$ cat config.mk
export PLATFORM = sky130hd
export DESIGN_NAME = cim_timestep_sequencer
export DESIGN_NICKNAME = d
export VERILOG_FILES = /design/src/rtl/cim_timestep_sequencer.sv
export SDC_FILE = /design/constraint.sdc
export NUM_CORES = 1
export LEC_CHECK = 0
export ABC_AREA = 0
export ABC_CLOCK_PERIOD_IN_PS = 2300
export BUFFER_PORTS_ARGS = -buffer_cell sky130_fd_sc_hd__buf_2
export CAP_MARGIN = 10
export CELL_PAD_IN_SITES_DETAIL_PLACEMENT = 1
export CELL_PAD_IN_SITES_GLOBAL_PLACEMENT = 1
export CORE_AREA = 3 3 137 272
export DETAILED_ROUTE_END_ITERATION = 10
export DIE_AREA = 0 0 140 275
export PLACE_DENSITY = 0.83
export SLEW_MARGIN = 20
export SYNTH_ARGS = -nofsm -noshare
export SYNTH_HDL_FRONTEND = slang
export SYNTH_SLANG_ARGS = --single-unit
$ cat constraint.sdc
create_clock -name clk -period 2.3 [get_ports clk]
set_input_delay 0.115 -clock clk [delete_from_list [all_inputs] [get_ports clk]]
set_output_delay 0.115 -clock clk [all_outputs]
set_load 0.01 [all_outputs]
$ cat src/rtl/cim_timestep_sequencer.sv
// cim_timestep_sequencer: runs one WL bit-plane through the CIM macro (latch, compute, 2N-channel ADC scan, pos-neg diff)
// Ports: clk/rst_n clock and async active-low reset; wl_in/wl_in_valid/wl_in_ready upstream bit-plane;
// wl_spike/dac_valid/cim_start/cim_done/adc_start/adc_done/bl_sel/bl_data macro control and readout;
// diff_data/diff_valid/diff_ready downstream signed diffs; busy status; err_timeout/err_clr sticky timeout flag.
module cim_timestep_sequencer #(
  parameter int P_NUM_INPUTS     = 64,
  parameter int P_NUM_OUTPUTS    = 10,
  parameter int P_ADC_BITS       = 8,
  parameter int P_TIMEOUT_CYCLES = 255
) (
  input  logic                                       clk,
  input  logic                                       rst_n,
  input  logic [P_NUM_INPUTS-1:0]                    wl_in,
  input  logic                                       wl_in_valid,
  output logic                                       wl_in_ready,
  output logic [P_NUM_INPUTS-1:0]                    wl_spike,
  output logic                                       dac_valid,
  output logic                                       cim_start,
  input  logic                                       cim_done,
  output logic                                       adc_start,
  input  logic                                       adc_done,
  output logic [$clog2(2*P_NUM_OUTPUTS)-1:0]         bl_sel,
  input  logic [P_ADC_BITS-1:0]                      bl_data,
  output logic                                       diff_valid,
  input  logic                                       diff_ready,
  output logic [P_NUM_OUTPUTS*(P_ADC_BITS+1)-1:0]    diff_data,
  output logic                                       busy,
  output logic                                       err_timeout,
  input  logic                                       err_clr
);
  localparam int LP_CH = 2 * P_NUM_OUTPUTS;
  localparam int LP_SW = $clog2(LP_CH);
  localparam int LP_DW = P_ADC_BITS + 1;
  localparam int LP_TW = $clog2(P_TIMEOUT_CYCLES + 1);
  localparam logic [LP_SW-1:0] LP_LAST = LP_SW'(LP_CH - 1);
  localparam logic [LP_TW-1:0] LP_TMAX = LP_TW'(P_TIMEOUT_CYCLES - 1);
  typedef enum logic [2:0] {S_IDLE, S_LATCH, S_CSTART, S_CWAIT, S_ASTART, S_AWAIT, S_DIFF, S_OUT} state_t;
  state_t                              r_state;
  logic [P_NUM_INPUTS-1:0]             r_wl;
  logic [LP_SW-1:0]                    r_sel;
  logic [LP_TW-1:0]                    r_timer;
  logic [P_ADC_BITS-1:0]               r_raw [LP_CH];
  logic [P_NUM_OUTPUTS*LP_DW-1:0]      r_diff;
  logic                                r_dac, r_cim, r_adc, r_dv, r_err;
  assign wl_in_ready = r_state == S_IDLE;
  assign busy        = r_state != S_IDLE;
  assign wl_spike    = r_wl;
  assign dac_valid   = r_dac;
  assign cim_start   = r_cim;
  assign adc_start   = r_adc;
  assign bl_sel      = r_sel;
  assign diff_valid  = r_dv;
  assign diff_data   = r_diff;
  assign err_timeout = r_err;
  // Pulse outputs are set on entry to their state, so each is high for exactly that state's single cycle.
  // A timeout abandons the plane: raw/diff stay untouched and OUT is never reached.
  always_ff @(posedge clk or negedge rst_n)
    if (!rst_n) begin
      r_state <= S_IDLE;
      r_wl    <= '0;
      r_sel   <= '0;
      r_timer <= '0;
      r_raw   <= '{default: '0};
      r_diff  <= '0;
      r_dac   <= 1'b0;
      r_cim   <= 1'b0;
      r_adc   <= 1'b0;
      r_dv    <= 1'b0;
      r_err   <= 1'b0;
    end else begin
      if (err_clr) r_err <= 1'b0;
      r_dac <= 1'b0;
      r_cim <= 1'b0;
      r_adc <= 1'b0;
      case (r_state)
        S_IDLE: if (wl_in_valid) begin
          r_wl    <= wl_in;
          r_sel   <= '0;
          r_dac   <= 1'b1;
          r_state <= S_LATCH;
        end
        S_LATCH: begin
          r_cim   <= 1'b1;
          r_state <= S_CSTART;
        end
        S_CSTART: begin
          r_timer <= '0;
          r_state <= S_CWAIT;
        end
        S_CWAIT:
          if (cim_done) begin
            r_adc   <= 1'b1;
            r_state <= S_ASTART;
          end else if (r_timer == LP_TMAX) begin
            r_err   <= 1'b1;
            r_state <= S_IDLE;
          end else r_timer <= r_timer + 1'b1;
        S_ASTART: begin
          r_timer <= '0;
          r_state <= S_AWAIT;
        end
        S_AWAIT:
          if (adc_done) begin
            r_raw[r_sel] <= bl_data;
            if (r_sel == LP_LAST) r_state <= S_DIFF;
            else begin
              r_sel   <= r_sel + 1'b1;
              r_adc   <= 1'b1;
              r_state <= S_ASTART;
            end
          end else if (r_timer == LP_TMAX) begin
            r_err   <= 1'b1;
            r_state <= S_IDLE;
          end else r_timer <= r_timer + 1'b1;
        S_DIFF: begin
          for (int i = 0; i < P_NUM_OUTPUTS; i++)
            r_diff[i*LP_DW +: LP_DW] <= {1'b0, r_raw[i]} - {1'b0, r_raw[i+P_NUM_OUTPUTS]};
          r_dv    <= 1'b1;
          r_state <= S_OUT;
        end
        S_OUT: if (diff_ready) begin
          r_dv    <= 1'b0;
          r_state <= S_IDLE;
        end
        default: r_state <= S_IDLE;
      endcase
    end
endmodule

# Word-level counts from Yosys, hierarchy flattened
# Cells that the tools add are included.
# op_classes
n_addsub	12
n_mul	0
n_div	0
order_cmp	2
eq_ne	15
shifts	0
n_mux	32
bitwise_logic	1
n_reduce_logical	13
# op_table
operator	count
160-bit bitwise mux	1
8-bit by 8-bit subtractor with 9-bit output	10
8-bit demux with 5-bit select	1
8-bit 2-to-1 mux	4
3-bit one-hot mux with 8 select lines	1
8-bit one-hot mux with 3 select lines	1
3-bit 2-to-1 mux	5
5-bit 2-to-1 mux	3
3-bit == test (second input constant)	4
2-bit != test (second input constant)	6
1-bit 2-to-1 mux	11
5-bit one-hot mux with 2 select lines	1
8-bit by 1-bit adder with 8-bit output (second input constant)	1
8-bit == test (second input constant)	1
2-bit AND reduction	4
3-bit by 2-bit == test with 1-bit output (second input constant)	2
6-bit greater-or-equal comparator (second input constant)	1
6-bit by 1-bit < comparator with 1-bit output (second input constant)	1
5-bit NOT with 6-bit output	1
1-bit one-hot mux with 2 select lines	3
3-bit nonzero test	2
5-bit by 1-bit adder with 5-bit output (second input constant)	1
5-bit == test (second input constant)	1
4-bit AND reduction	1
other kinds (7)	8
# totals
register_bits	335
latchBits	0
ram_bits	0
rom_bits	0
input_bits	79
out_inout_bits	166
wordCells	105
mem_count	0

# Longest topological paths before layout
# depth
depth_word	6
ltp_mapped	9
ltp_nobuf	9

# Worst setup path after synthesis
# Ideal clock, no wire load.
# synth_timing
kind	reg-to-reg
start	register r_raw[88] (netlist bit)
end	register r_diff[78] (netlist: diff_data[78])
arrival_ns	1.676
slack_ns	0.490
path_stages_with_launch	10
path_buffers	0
cell_sequence	dfrtp_1 > inv_1 > ha_1 > inv_1 > fa_1 > a211oi_1 > o21bai_1 > a21oi_1 > xor2_1 > o21ai_0
# synth_between
elab_chain_cells	1
# synth_rtl
item	line_no	rtl
start, declared	42	logic [P_ADC_BITS-1:0] r_raw [LP_CH];
start signal, assigned by index	104	r_raw[r_sel] <= bl_data;
8-bit by 8-bit subtractor with 9-bit output	117	r_diff[i*LP_DW +: LP_DW] <= {1'b0, r_raw[i]} - {1'b0, r_raw[i+P_NUM_OUTPUTS]};
end signal, assigned by index	117	
end, declared	43	logic [P_NUM_OUTPUTS*LP_DW-1:0] r_diff;
# Every way passes these cells.
# A chain may end at the register's enable or synchronous reset.

# Worst setup path after layout
# layout_timing
start	register r_raw[72] (netlist bit)
end	register r_diff[6] (netlist: diff_data[6])
# The elaborated chain is that of the path after synthesis.

==> results.cfg <==
[sta]
max_slew_margin_pct = 56.0
fin_setup_tns_ns = 0
setup_viol = 0
slew_viol_final = 0
post-route-min-period_ns = 2.10
hold_violations = 0
skew_ns = 0.00881
fin_crit_sh_pct = 91.4
rsz0062_at_grt = false
max_freq_ghz = 0.475
worst_pin_slew_ns = 0.660

[synth]
synth_largest_area_cell = dfrtp_1
synth_nets = 1524
synthCells = 1349
synth_cell_type_count = 54
syn_avg_cell_area_um2 = 12.0
synthTopCellsByArea = dfrtp_1 52%, mux2_2 15%, ha_1 6.6%
yosysMostFrequentCell = dfrtp_1
ys.flop_type = dfrtp_1
synth_commonest_cells = 335 x dfrtp_1, 216 x mux2_2, 97 x inv_1, 86 x ha_1, 81 x nand2_1
async_reset_ff_share_pct = 100
seq_area_frac_synth_pct = 51.7
netlist_area_um2 = 16200
synth_edf_count = 0
yosysTopAreaCellShare_pct = 51.7
yosys_warnings = 0
synth_seq_cells = 335

[clock_tree]
root_buffer = clkbuf_16
numClockSinks = 335
cts_made_buffers = 31
clock_latency_ns = 0.58
cts_buffer_depth = 3
hold_buffers = 71
cts_tree = built
cts_max_level = 1
postCtsSetupBuffers = 0
cts_resized = 0
clk_pin_slew_ns = 0.06

[global_route]
antenna_found_initial = 2
grt_max_degree = 81
grt.total_usage_pct = 22.9
grt_pass1_wl_mm = 71.0
grt_pass1_vias = 13400
grt_overflow = 0

[die]
die_w_um = 140
rows = 98
ios = 245
design.die.area_um2 = 38500
die-height_um = 275
core_area_um2 = 35600
initial_core_util_pct = 45.6

[setup_path]
worstReg2RegStart = r_raw[72]
slowest_delay_ns = 0.42
worst_path_max_delay_cell = fa_1
crit_start = r_raw[72]
cp_num_buf_inv = 0
startpoint_type = flop
cp.required_ns = 2.74
cp.depth = 7
critPathKind = flop to flop
end_kind = flop
cp_data_arrival_time_ns = 2.54
crit_chain = ha_1 -> fa_1 -> nor2b_1 -> o31a_1 -> o21a_1 -> nor3_1 -> o31ai_1
rrSetupSlack_ns = 0.20
cpLargestDelayFamily = adder cells
reg2reg_depth = 7
path_max_fanout = 3

[pwr]
sw_frac_of_total_pct = 38.8
p_sw_w = 0.0108
power_density_nw_per_um2 = 1420
p_seq_share_pct = 34.5
combPwrFrac_pct = 47.0
vdd_drop_max_mv = 0.783
p_leak_nw = 9.60
p_int_w = 0.0171
p_clk_share_pct = 18.6

[drt]
wl_per_cell_um = 20.9
ant_nets = 0
drt_wl_total_mm = 44.6
vias_per_cell = 5.53
drt_iter0_drc = 404
vias = 11800
drt_pre_antenna_iters = 4
route.detailed.drc = 0

[cells_and_area]
drive_gt1_share_pct = 32.7
instances_no_fill = 2130
nNetsFinal = 1832
fillers = 3765
area_growth_pct = 21.1

[placement]
dp.cells = 2003
gp_congestion = 0.868
numPortBuffers = 244
hpwl_mm = 31.2

[flow_run]
maxCapViolCount = 0

[outcome]
status = finished clean

[min_path]
hold_class = input pin to asynchronous set/reset pin
## layer usage
| layer | part of all wire (%) | GRT usage, % | vias to the layer above |
|---|---|---|---|
| li1 | - | - | 5401 |
| met1 | 35 | 23.5 | 6011 |
| met2 | 57 | 46.1 | 276 |
| met3 | 4.3 | 3.69 | 82 |
| met4 | 3.1 | 7.86 | 0 |
| met5 | 0 | 0 | - |
## path summary, 6_finish.rpt
path | to
max | diff_data[6]
min | diff_data[80]
max reg2reg | diff_data[6]
min reg2reg | diff_data[59]
max in group asynchronous | diff_data[56]
min in group clk | r_raw[63]
## through the flow
step                power [W]  setup slack, ns  hold WS [ns]  utilization, %  instance area [µm²]
finish                 0.0279            0.197        0.0357            55.2                19600
global route           0.0300           0.0334        0.0641            55.2                19600
CTS                    0.0281            0.185        0.0328            55.2                19600
detailed placement     0.0226            0.249        0.0463            50.4                17900
global placement       0.0218            0.355        0.0424            50.4                17900
floorplan              0.0183            0.490        -0.181               -                16200
## cell usage in the layout (no fill, tap or decap), types with 9 or more instances in the layout
cell / instances
a22o_1: 9
nor4_1: 9
a21o_1: 12
nor2b_1: 9
nand3_1: 14
nor2_1: 39
nand2_1: 81
clkbuf_1: 10
fa_1: 10
or4_1: 9
nand2b_1: 23
mux2_1: 9
a211oi_1: 20
nor3b_1: 18
nand2_2: 20
buf_2: 243
dlygate4sd3_1: 71
xor2_1: 18
dfrtp_1: 335
nor3_1: 23
o31ai_1: 40
ha_1: 86
o21a_1: 49
clkbuf_16: 31
a221oi_1: 9
a21oi_1: 17
inv_1: 97
mux2_2: 216
o31a_1: 18
o21ai_0: 67
## registers in the layout, summed over array words and instances, names as in the netlist, 3 cells and up
signal and flops:
r_state 3, r_timer 8, diff_data 90, r_raw 160
wl_spike 64, bl_sel 5
## logic make-up (layout without fill, tap and decap cells)
kind of cell               count (synthesis)  after routing  share of synthesized area (%)
AOI/OAI and AO/OA                        249            249                           10.6
xor gates and xnor gates                  21             21                           1.14
adders and majority gates                 96             96                           7.88
buffers and inverters                    152            481                           4.05
DFF                                      335            335                           51.7
muxes                                    225            225                           15.6
other                                      0              2                              0
and+or+nand+nor                          271            271                           8.98
## power by group through the flow
stage / Combinational [W] / Clock, W / Sequential [W]
finish: 0.0131 / 0.00518 / 0.00961
global route: 0.0146 / 0.00553 / 0.00988
CTS: 0.0132 / 0.00530 / 0.00959
detailed placement: 0.0129 / 0 / 0.00967
global placement: 0.0123 / 0 / 0.00948
floorplan: 0.00851 / 0 / 0.00975
## layout make-up
class	count	area (µm²)	area share [%]
diodes	2	5.00	0.0255
clock buffers	49	923	4.71
clock inverters	5	75.1	0.383
inverters	97	364	1.86
multi-input cells	862	7170	36.5
flip-flops and latches	335	8380	42.7
well taps	450	563	2.87
repair buffers	330	2140	10.9
## worst register-to-register path, cell delays in order, from the launching register on
cell	delay, ns
dfrtp_1	0.40
ha_1	0.25
fa_1	0.42
nor2b_1	0.20
o31a_1	0.21
o21a_1	0.13
nor3_1	0.04
o31ai_1	0.33
No activity file was read; power rests on OpenSTA's default activity.
